File: src/rtl/ram_dump_pkg.sv
// Shared types and defaults for the post-halt data RAM dump unit.
// Defines the FSM encoding and the default geometry of the dumped RAM.
package ram_dump_pkg;

  localparam int DEPTH_DEF     = 512;
  localparam int ADDR_W_DEF    = 9;
  localparam int DATA_W_DEF    = 32;
  localparam int TRAILER_INDEX = DEPTH_DEF;

  typedef enum logic [1:0] {
    IDLE  = 2'd0,
    READ  = 2'd1,
    DRAIN = 2'd2,
    DONE  = 2'd3
  } dump_state_t;

endpackage

File: src/rtl/dump_fifo2.sv
// Two-entry FIFO holding {index, data} beats between the RAM read port and the output.
// Latency: a pushed entry is visible at the head one edge later; pop and push may share an edge.
// Backpressure: none internally; the caller bounds pushes so it never overflows.
module dump_fifo2 #(
  parameter int W = 41
) (
  input  logic         clk,
  input  logic         rst,
  input  logic         push,
  input  logic         pop,
  input  logic [W-1:0] wdata,
  output logic [W-1:0] rdata,
  output logic [1:0]   count,
  output logic         empty,
  output logic         full
);

  logic [W-1:0] mem_q [2];
  logic         wp_q;
  logic         rp_q;
  logic [1:0]   cnt_q;

  always_ff @(posedge clk) begin
    if (push) mem_q[wp_q] <= wdata;
  end

  always_ff @(posedge clk or negedge rst) begin
    if (!rst) begin
      wp_q  <= 1'b0;
      rp_q  <= 1'b0;
      cnt_q <= 2'd0;
    end else begin
      if (push) wp_q <= ~wp_q;
      if (pop)  rp_q <= ~rp_q;
      cnt_q <= cnt_q + 2'(push) - 2'(pop);
    end
  end

  assign rdata = mem_q[rp_q];
  assign count = cnt_q;
  assign empty = (cnt_q == 2'd0);
  assign full  = (cnt_q == 2'd2);

endmodule

File: src/rtl/ram_dump_unit.sv
// Walks the data RAM 0..DEPTH-1 after CPU halt and streams words out (RAM_DUMP_CHECKSUM_EN adds a sum trailer).
// Latency: first beat valid 2 cycles after the trigger edge; one beat per cycle with the sink ready.
// Backpressure: reads are throttled so buffered plus in-flight words never exceed two; output holds while stalled.
module ram_dump_unit
  import ram_dump_pkg::*;
#(
  parameter int DEPTH  = DEPTH_DEF,
  parameter int ADDR_W = ADDR_W_DEF,
  parameter int DATA_W = DATA_W_DEF
) (
  input  logic              clk,
  input  logic              rst,
  input  logic              stop_i,
  output logic              ram_rd_en,
  output logic [ADDR_W-1:0] ram_addr,
  input  logic [DATA_W-1:0] ram_rdata,
  output logic              dout_valid,
  input  logic              dout_ready,
  output logic [DATA_W-1:0] dout_data,
  output logic [ADDR_W:0]   dout_index,
  output logic              busy,
  output logic              done
);

  localparam int                FW        = ADDR_W + DATA_W;
  localparam logic [ADDR_W-1:0] LAST_ADDR = ADDR_W'(DEPTH - 1);

  dump_state_t       state_q, state_d;
  logic [ADDR_W-1:0] rd_ptr_q;
  logic [ADDR_W-1:0] infl_idx_q;
  logic              infl_q;
  logic              fire, pop, push, drain_exit;
  logic [1:0]        fcount;
  logic              fempty, ffull;
  logic [FW-1:0]     fhead;
  logic [2:0]        occ;

  assign fire = dout_valid & dout_ready;
  assign pop  = fire & ~fempty;
  assign push = infl_q & (~ffull | pop);

  // A beat leaving on this edge frees its slot, which keeps the stream at full rate.
  assign occ       = {1'b0, fcount} + {2'b00, infl_q} - {2'b00, pop};
  assign ram_rd_en = (state_q == READ) && (occ < 3'd2);
  assign ram_addr  = rd_ptr_q;
  assign busy      = (state_q == READ) || (state_q == DRAIN);
  assign done      = (state_q == DONE);

  always_ff @(posedge clk or negedge rst) begin
    if (!rst) begin
      state_q    <= IDLE;
      rd_ptr_q   <= '0;
      infl_q     <= 1'b0;
      infl_idx_q <= '0;
    end else begin
      state_q <= state_d;
      infl_q  <= ram_rd_en;
      if (ram_rd_en) begin
        infl_idx_q <= rd_ptr_q;
        if (rd_ptr_q != LAST_ADDR) rd_ptr_q <= rd_ptr_q + ADDR_W'(1);
      end
    end
  end

  always_comb begin
    state_d = state_q;
    case (state_q)
      IDLE:    if (stop_i) state_d = READ;
      READ:    if (ram_rd_en && (rd_ptr_q == LAST_ADDR)) state_d = DRAIN;
      DRAIN:   if (drain_exit) state_d = DONE;
      default: state_d = DONE;
    endcase
  end

  dump_fifo2 #(.W(FW)) u_fifo (
    .clk   (clk),
    .rst   (rst),
    .push  (push),
    .pop   (pop),
    .wdata ({infl_idx_q, ram_rdata}),
    .rdata (fhead),
    .count (fcount),
    .empty (fempty),
    .full  (ffull)
  );

`ifdef RAM_DUMP_CHECKSUM_EN
  localparam logic [ADDR_W:0] TRL_IDX = (ADDR_W + 1)'(DEPTH);

  logic [DATA_W-1:0] sum_q;
  logic              trl_vld;

  // Every issued read has been drained once the FIFO is empty with nothing in flight.
  assign trl_vld = (state_q == DRAIN) && fempty && !infl_q;

  always_ff @(posedge clk or negedge rst) begin
    if (!rst)     sum_q <= '0;
    else if (pop) sum_q <= sum_q + fhead[DATA_W-1:0];
  end

  assign dout_valid = ~fempty | trl_vld;
  assign dout_data  = !fempty ? fhead[DATA_W-1:0] : (trl_vld ? sum_q : '0);
  assign dout_index = !fempty ? {1'b0, fhead[FW-1:DATA_W]} : (trl_vld ? TRL_IDX : '0);
  assign drain_exit = fire & trl_vld;
`else
  assign dout_valid = ~fempty;
  assign dout_data  = fempty ? '0 : fhead[DATA_W-1:0];
  assign dout_index = fempty ? '0 : {1'b0, fhead[FW-1:DATA_W]};
  assign drain_exit = pop && (fcount == 2'd1) && !infl_q;
`endif

endmodule

File: config.mk
export PLATFORM = sky130hd
export DESIGN_NAME = ram_dump_unit
export DESIGN_NICKNAME = d
export VERILOG_FILES = /design/src/rtl/ram_dump_pkg.sv /design/src/rtl/dump_fifo2.sv /design/src/rtl/ram_dump_unit.sv
export SDC_FILE = /design/constraint.sdc
export NUM_CORES = 1
export LEC_CHECK = 0
export CAP_MARGIN = 15
export CORE_ASPECT_RATIO = 0.5
export CORE_MARGIN = 10
export CORE_UTILIZATION = 33
export DETAILED_ROUTE_END_ITERATION = 16
export RECOVER_POWER = 25
export SYNTH_ARGS = -nofsm -noshare
export SYNTH_HDL_FRONTEND = slang
export SYNTH_HIERARCHICAL = 1
export SYNTH_SLANG_ARGS = --single-unit
File: constraint.sdc
create_clock -name clk -period 6 [get_ports clk]
set_input_delay 1.2 -clock clk [delete_from_list [all_inputs] [get_ports clk]]
set_output_delay 1.2 -clock clk [all_outputs]
set_load 0.01 [all_outputs]
Word level (Yosys, flattened, before mapping) --
Memory sizes are Yosys's and may differ from the RTL's. Index checks and enable logic that the tools add are counted.
Operators by class: $add $sub $neg 5, multiply operators 0, div/mod/pow operators 0, magnitude comparators 1, eq/ne operators 10, shifts and indexed selects 0, mux-type cells 8, bitwise operators 8, reduce and logical (&&, ||, !) cells 10
Operator list (number):
- two-way mux 32 bit | 1
- adder 9 x 1 -> 9 bit, second input constant | 1
- equality test 9 bit, second input constant | 1
- two-way mux 9 bit | 1
- != test 9 bit, second input constant | 1
- equality test 2 bit, second input constant | 3
- two-way mux 2 bit | 3
- one-hot mux 2 bit (3 select lines) | 1
- equality test 2 x 1 -> 1 bit, second input constant | 2
- logical AND 1 bit | 4
- zero test 2 bit | 2
- != test 2 bit, second input constant | 2
- NOT 1 bit | 4
- adder 2 x 1 -> 3 bit | 1
- bitwise AND 1 bit | 3
- < comparator 3 x 2 -> 1 bit, second input constant | 1
- AND reduction 3 bit | 1
- subtractor 3 x 1 -> 3 bit | 1
- adder 2 x 1 -> 2 bit | 1
- two-way mux 1 bit | 2
- != test 2 x 1 -> 1 bit, second input constant | 1
- AND reduction 2 bit | 1
- subtractor 2 x 1 -> 2 bit | 1
- zero test 1 bit | 1
- other kinds (2) | 2
Storage, ports and cells: flip-flop bits (word level) 25, latch bits 0, memory bits (writable) 82, bits in read-only memories 0, input bits 36, word-level logic and storage cells 50, memories kept 1
Memories:
- u_fifo.mem_q | depth 2, bits a word 41, read ports 1, clocked after memory_dff 0, write ports 1, line dump_fifo2.sv:18 | logic [W-1:0] mem_q [2];

Logic depth before layout (Yosys ltp) --
depth after elaboration 10, depth in mapped cells 10, depth with buffers taken out 10

Hierarchy --
Netlist, hierarchy kept.
By module, submodules not included:
- dump_fifo2 | times used 1, cells each 143, area each 3358.2 um2, sequential area each 2562.5 um2
- ram_dump_unit | times used 1, cells each 129, area each 1298.7 um2, sequential area each 525.5 um2

Worst setup path after synthesis --
Ideal clock, no wire load.
path type input port to flip-flop, start in dout_ready, end mem u_fifo.mem_q[0][0], enable pin, setup time 444 ps, data arrival time 3542 ps, required time 5556 ps, slack 2013 ps, stages 3, cell sequence nand2b_1 a21boi_0 nor2b_1
On the way: word-level cells in the longest chain between the ends 6
Ends and longest elaborated chain:
- start, declared | line ram_dump_unit.sv:18 | input logic dout_ready,
- bitwise AND 1 bit | line ram_dump_unit.sv:38 | assign fire = dout_valid & dout_ready;
- bitwise AND 1 bit | line ram_dump_unit.sv:39 | assign pop = fire & ~fempty;
- bitwise OR 1 bit | line ram_dump_unit.sv:40 | assign push = infl_q & (~ffull | pop);
- bitwise AND 1 bit | line ram_dump_unit.sv:40
- named net push | line ram_dump_unit.sv:32 | logic fire, pop, push, drain_exit;
- two-way mux 1 bit | line dump_fifo2.sv:24 | if (push) mem_q[wp_q] <= wdata;
- two-way mux 1 bit (not written as such) | line dump_fifo2.sv:24
- end, declared | line dump_fifo2.sv:18
The timed path passes the listed nets, and every way through them passes these cells.

Worst setup path in the final report --
start in dout_ready, end out ram_rd_en
On the way: word-level cells in the longest chain between the ends 5
Ends and longest elaborated chain:
- bitwise AND 1 bit | line ram_dump_unit.sv:38
- bitwise AND 1 bit | line ram_dump_unit.sv:39
- subtractor 3 x 1 -> 3 bit | line ram_dump_unit.sv:43 | assign occ = {1'b0, fcount} + {2'b00, infl_q} - {2'b00, pop};
- < comparator 3 x 2 -> 1 bit | line ram_dump_unit.sv:44 | assign ram_rd_en = (state_q == READ) && (occ < 3'd2);
- logical AND 1 bit | line ram_dump_unit.sv:44
- end, declared | line ram_dump_unit.sv:14 | output logic ram_rd_en,
No other way between the ends.

==> results.md <==
* Outcome: complete, no violations
* Combined area of the multi-input logic cells at 0.001445 sq mm
* Worst path bufs/invs at 3
* Cell taking the most area after synthesis: sky130_fd_sc_hd__edfxtp_1
* Cell chosen for the clock root: sky130_fd_sc_hd__clkbuf_16
* Number of iterations in the first detailed-routing pass at 3
* Synthesized net count at approximately 320
* Number of remaining DRC errors at 0
* Final routed wire length divided by cell count at around 16 microns
* WP depth at 9
* Wire length of the first global-routing pass at about 15 mm
* Post-CTS Setup Bufs at 0
* Average cell area after synthesis at 17.12 sq um
* Setup repair after global routing missed its margin: false
* Headroom to the max-slew limit at 0.2976
* Clock latency reported for the late side of the worst-skew pair at 0.34 ns
* Cell count after synthesis at around 270
* Fin. Hold Viols at 0
* Setup TNS at 0 ns
* Minimum hold slack at 0.4739 ns
* Critical path class: in2out
* Sequential standard cell area at approximately 0.003 sq mm
* Maximum count of clock buffers along a single path at 2
* Leading post-synthesis cells by instance count: sky130_fd_sc_hd__edfxtp_1, sky130_fd_sc_hd__nor2b_1, sky130_fd_sc_hd__mux2_4, sky130_fd_sc_hd__dfrtp_1, sky130_fd_sc_hd__mux2_2
* Total I/O pin count at just over 90
* Post-route fraction of the period consumed by the critical path at 0.7935
* Total Die Area at just under 0.02 sq mm
* Slowest cell delay on critical path at 0.56 ns
* Leak pwr at between 2 and 2.5 nW
* Site row count at 30
* Final HPWL from detailed placement at between 6 and 7 mm
* Cell family contributing the most delay on the critical path: buffers and inverters
* Number of cells on the worst hold path at 0
* Worst VDD drop at between 0.00015 and 0.0002 V
* Cells traversed along the worst timing path: clkdlybuf4s50_1, nand2b_1, nor2_1, o21ai_0, fa_1, xor2_1, nor2_2, buf_4, clkdlybuf4s50_1
* CTS clk-pin slew, worst paths at roughly 0.070 ns
* Most instantiated library cell after synthesis: sky130_fd_sc_hd__edfxtp_1
* Pin count of the biggest net entering global routing at 44
* Via count of the routed design at between 2000 and 2500
* Starting utilization of the core area at 0.3408
* Overall track demand over capacity in global routing at 0.09575
* Sum of routed wire length over all layers at between 9 and 10 mm
* Portion of synthesized cell area occupied by the leading cell type at 0.5287
* Via density at 4.316
* Yosys Warn Count at 6
* Length in cells of the worst reg-to-reg path at 10
* Shortest period the worst path allows at 4.761 ns
* Most used cell along the critical path: sky130_fd_sc_hd__clkdlybuf4s50_1
* Pins Over Slew Limit at 0
* Layout cells sized above 1 at 0.2070
* Proportion of synthesized chip area in sequential cells at 0.6631
* CTS Buf Count at 9
* Highest clock rate at around 210 MHz
* Number of global-route vias before repair at about 2700
* Chip height at 104 microns
* Count of cell types in the netlist at 32
* Area growth from synthesis to layout at 30.33%
* Transition time at the pin with the least slew margin at around 1.1 ns
* Capturing element type of the critical path: output pin
* Initial antenna violation count at 0
* Path class of the lowest-slack min-delay path: reg2reg
* Max Clock Skew at between 0.006 and 0.007 ns
* Max-cap violation count at 0
* Number of enable flip-flop cells after synthesis at 82
* Dominant cells by area after synthesis: sky130_fd_sc_hd__edfxtp_1, sky130_fd_sc_hd__dfrtp_1, sky130_fd_sc_hd__mux2_4
* Crit path required time at between 4 and 5 ns
* H-tree depth reported by CTS at 3
* Tot Pwr at approximately 2.1 mW
* Dominant register cell in the synthesized netlist: sky130_fd_sc_hd__edfxtp_1
* FFs w/ async S/R, synth at 0.2336
* Starting DRT DRC Count at roughly 100
* Crit path max-delay cell type: sky130_fd_sc_hd__clkdlybuf4s50_1
* Overflow left after global routing at 0
* Flip-flop and latch count after synthesis at 107
* Post-route antenna net violation count at 0
* Maximum fanout along the worst path at 11
* Fillers at between 1000 and 1500
* Cts hold-fix bufs at 0
* Setup crit start kind: primary input
* Horizontal die dimension at ~190 microns
* Final antenna diode count at 0
* CTS tree: done
* Number of cells upsized or downsized after cts at 0
* Count of buffers inserted at the top-level ports at 89
* Cell area after synthesis at around 0.0047 sq mm
* Data arrival, critical path at 3.56 ns
* Routability-driven placement congestion ratio at ~0.71
* Number of setup violations in the final report at 0
* Nets at 414
* Core Area at about 0.014 sq mm
* P per Cell Area at 345.3 mW/mm^2
* Number of sinks driven by the clock tree at about 110
## cells by family (layout without fill, tap and decap cells)
family                   Yosys count  count (layout)  synth area share
buffers and inverters             17             117           0.03009
AND/OR/NAND/NOR                   66              66           0.08302
flip-flops                       107             107            0.6631
other                              1               1         0.0008052
AO/OA/AOI/OAI                      5               5          0.006448
XOR/XNOR                          11              11           0.02391
adder cells (fa/ha/maj)           11              11           0.03117
multiplexers                      54              54            0.1615
## final timing paths
check | slack (ns) | endpoint | startpoint
min | 0.47 | u_fifo/mem_q[0][33] | infl_idx_q[1]
min in group asynchronous | 1.21 | infl_idx_q[3] | rst
max reg2reg | 2.93 | ram_addr[8] | u_fifo/count[1]
max in group asynchronous | 4.34 | u_fifo/rp_q | rst
min reg2reg | 0.47 | u_fifo/mem_q[0][33] | infl_idx_q[1]
max | 1.24 | ram_rd_en | dout_ready
## flip-flops by register name (all words and copies together), names as in the netlist
name and flops:
u_fifo/rp_q 1, u_fifo/mem_q 82, infl_q 1, u_fifo/wp_q 1
infl_idx_q 9, ram_addr 9, state_q 2, u_fifo/count 2
## power by group
part,total (mW),switching [mW],internal (mW)
combinational,0.647,0.262,0.385
sequential,0.864,0.0572,0.807
clock,0.585,0.250,0.335
total,2.10,0.570,1.53
## metrics by stage
stage | area [sq um] | std cells | utilization | setup slack [ns]
final | 6070 | 564 | 0.4442 | 1.239
after CTS | 6022 | 562 | 0.4408 | 1.206
after global routing | 6070 | 564 | 0.4442 | 0.9853
after global placement | 5714 | 546 | 0.4182 | 1.239
after detailed placement | 5714 | 546 | 0.4182 | 1.215
after floorplan | 4657 | 272 | - | 2.013
## placed cells by master, fill, tap and decap left out, types with 2 or more instances in the layout
| cell | n |
|---|---|
| sky130_fd_sc_hd__buf_4 | 3 |
| sky130_fd_sc_hd__clkbuf_16 | 11 |
| sky130_fd_sc_hd__clkdlybuf4s50_1 | 66 |
| sky130_fd_sc_hd__dfrtp_1 | 24 |
| sky130_fd_sc_hd__dlygate4sd3_1 | 23 |
| sky130_fd_sc_hd__edfxtp_1 | 82 |
| sky130_fd_sc_hd__ha_1 | 10 |
| sky130_fd_sc_hd__inv_1 | 8 |
| sky130_fd_sc_hd__mux2_2 | 13 |
| sky130_fd_sc_hd__mux2_4 | 39 |
| sky130_fd_sc_hd__mux2i_1 | 2 |
| sky130_fd_sc_hd__nand2_1 | 4 |
| sky130_fd_sc_hd__nand3_1 | 4 |
| sky130_fd_sc_hd__nand4_1 | 2 |
| sky130_fd_sc_hd__nor2_1 | 4 |
| sky130_fd_sc_hd__nor2b_1 | 43 |
| sky130_fd_sc_hd__o21ai_0 | 2 |
| sky130_fd_sc_hd__xnor2_1 | 4 |
| sky130_fd_sc_hd__xor2_1 | 6 |
## routing by layer
layer	track usage	vias to the layer above	share of wire
met5	0	-	0
met4	0.03575	0	0.011
met2	0.1710	35	0.55
met3	0.03313	7	0.041
met1	0.1022	1232	0.40
li1	-	1160	-
## area by class of cell
class / instances / area share
clock inverters: 4 / 0.004535
inverters: 7 / 0.004329
multi-input cells: 148 / 0.2381
well taps: 192 / 0.03958
clock buffers: 12 / 0.04618
flip-flops and latches: 107 / 0.5090
repair buffers: 94 / 0.1583
No activity file was read; power rests on OpenSTA's default activity.
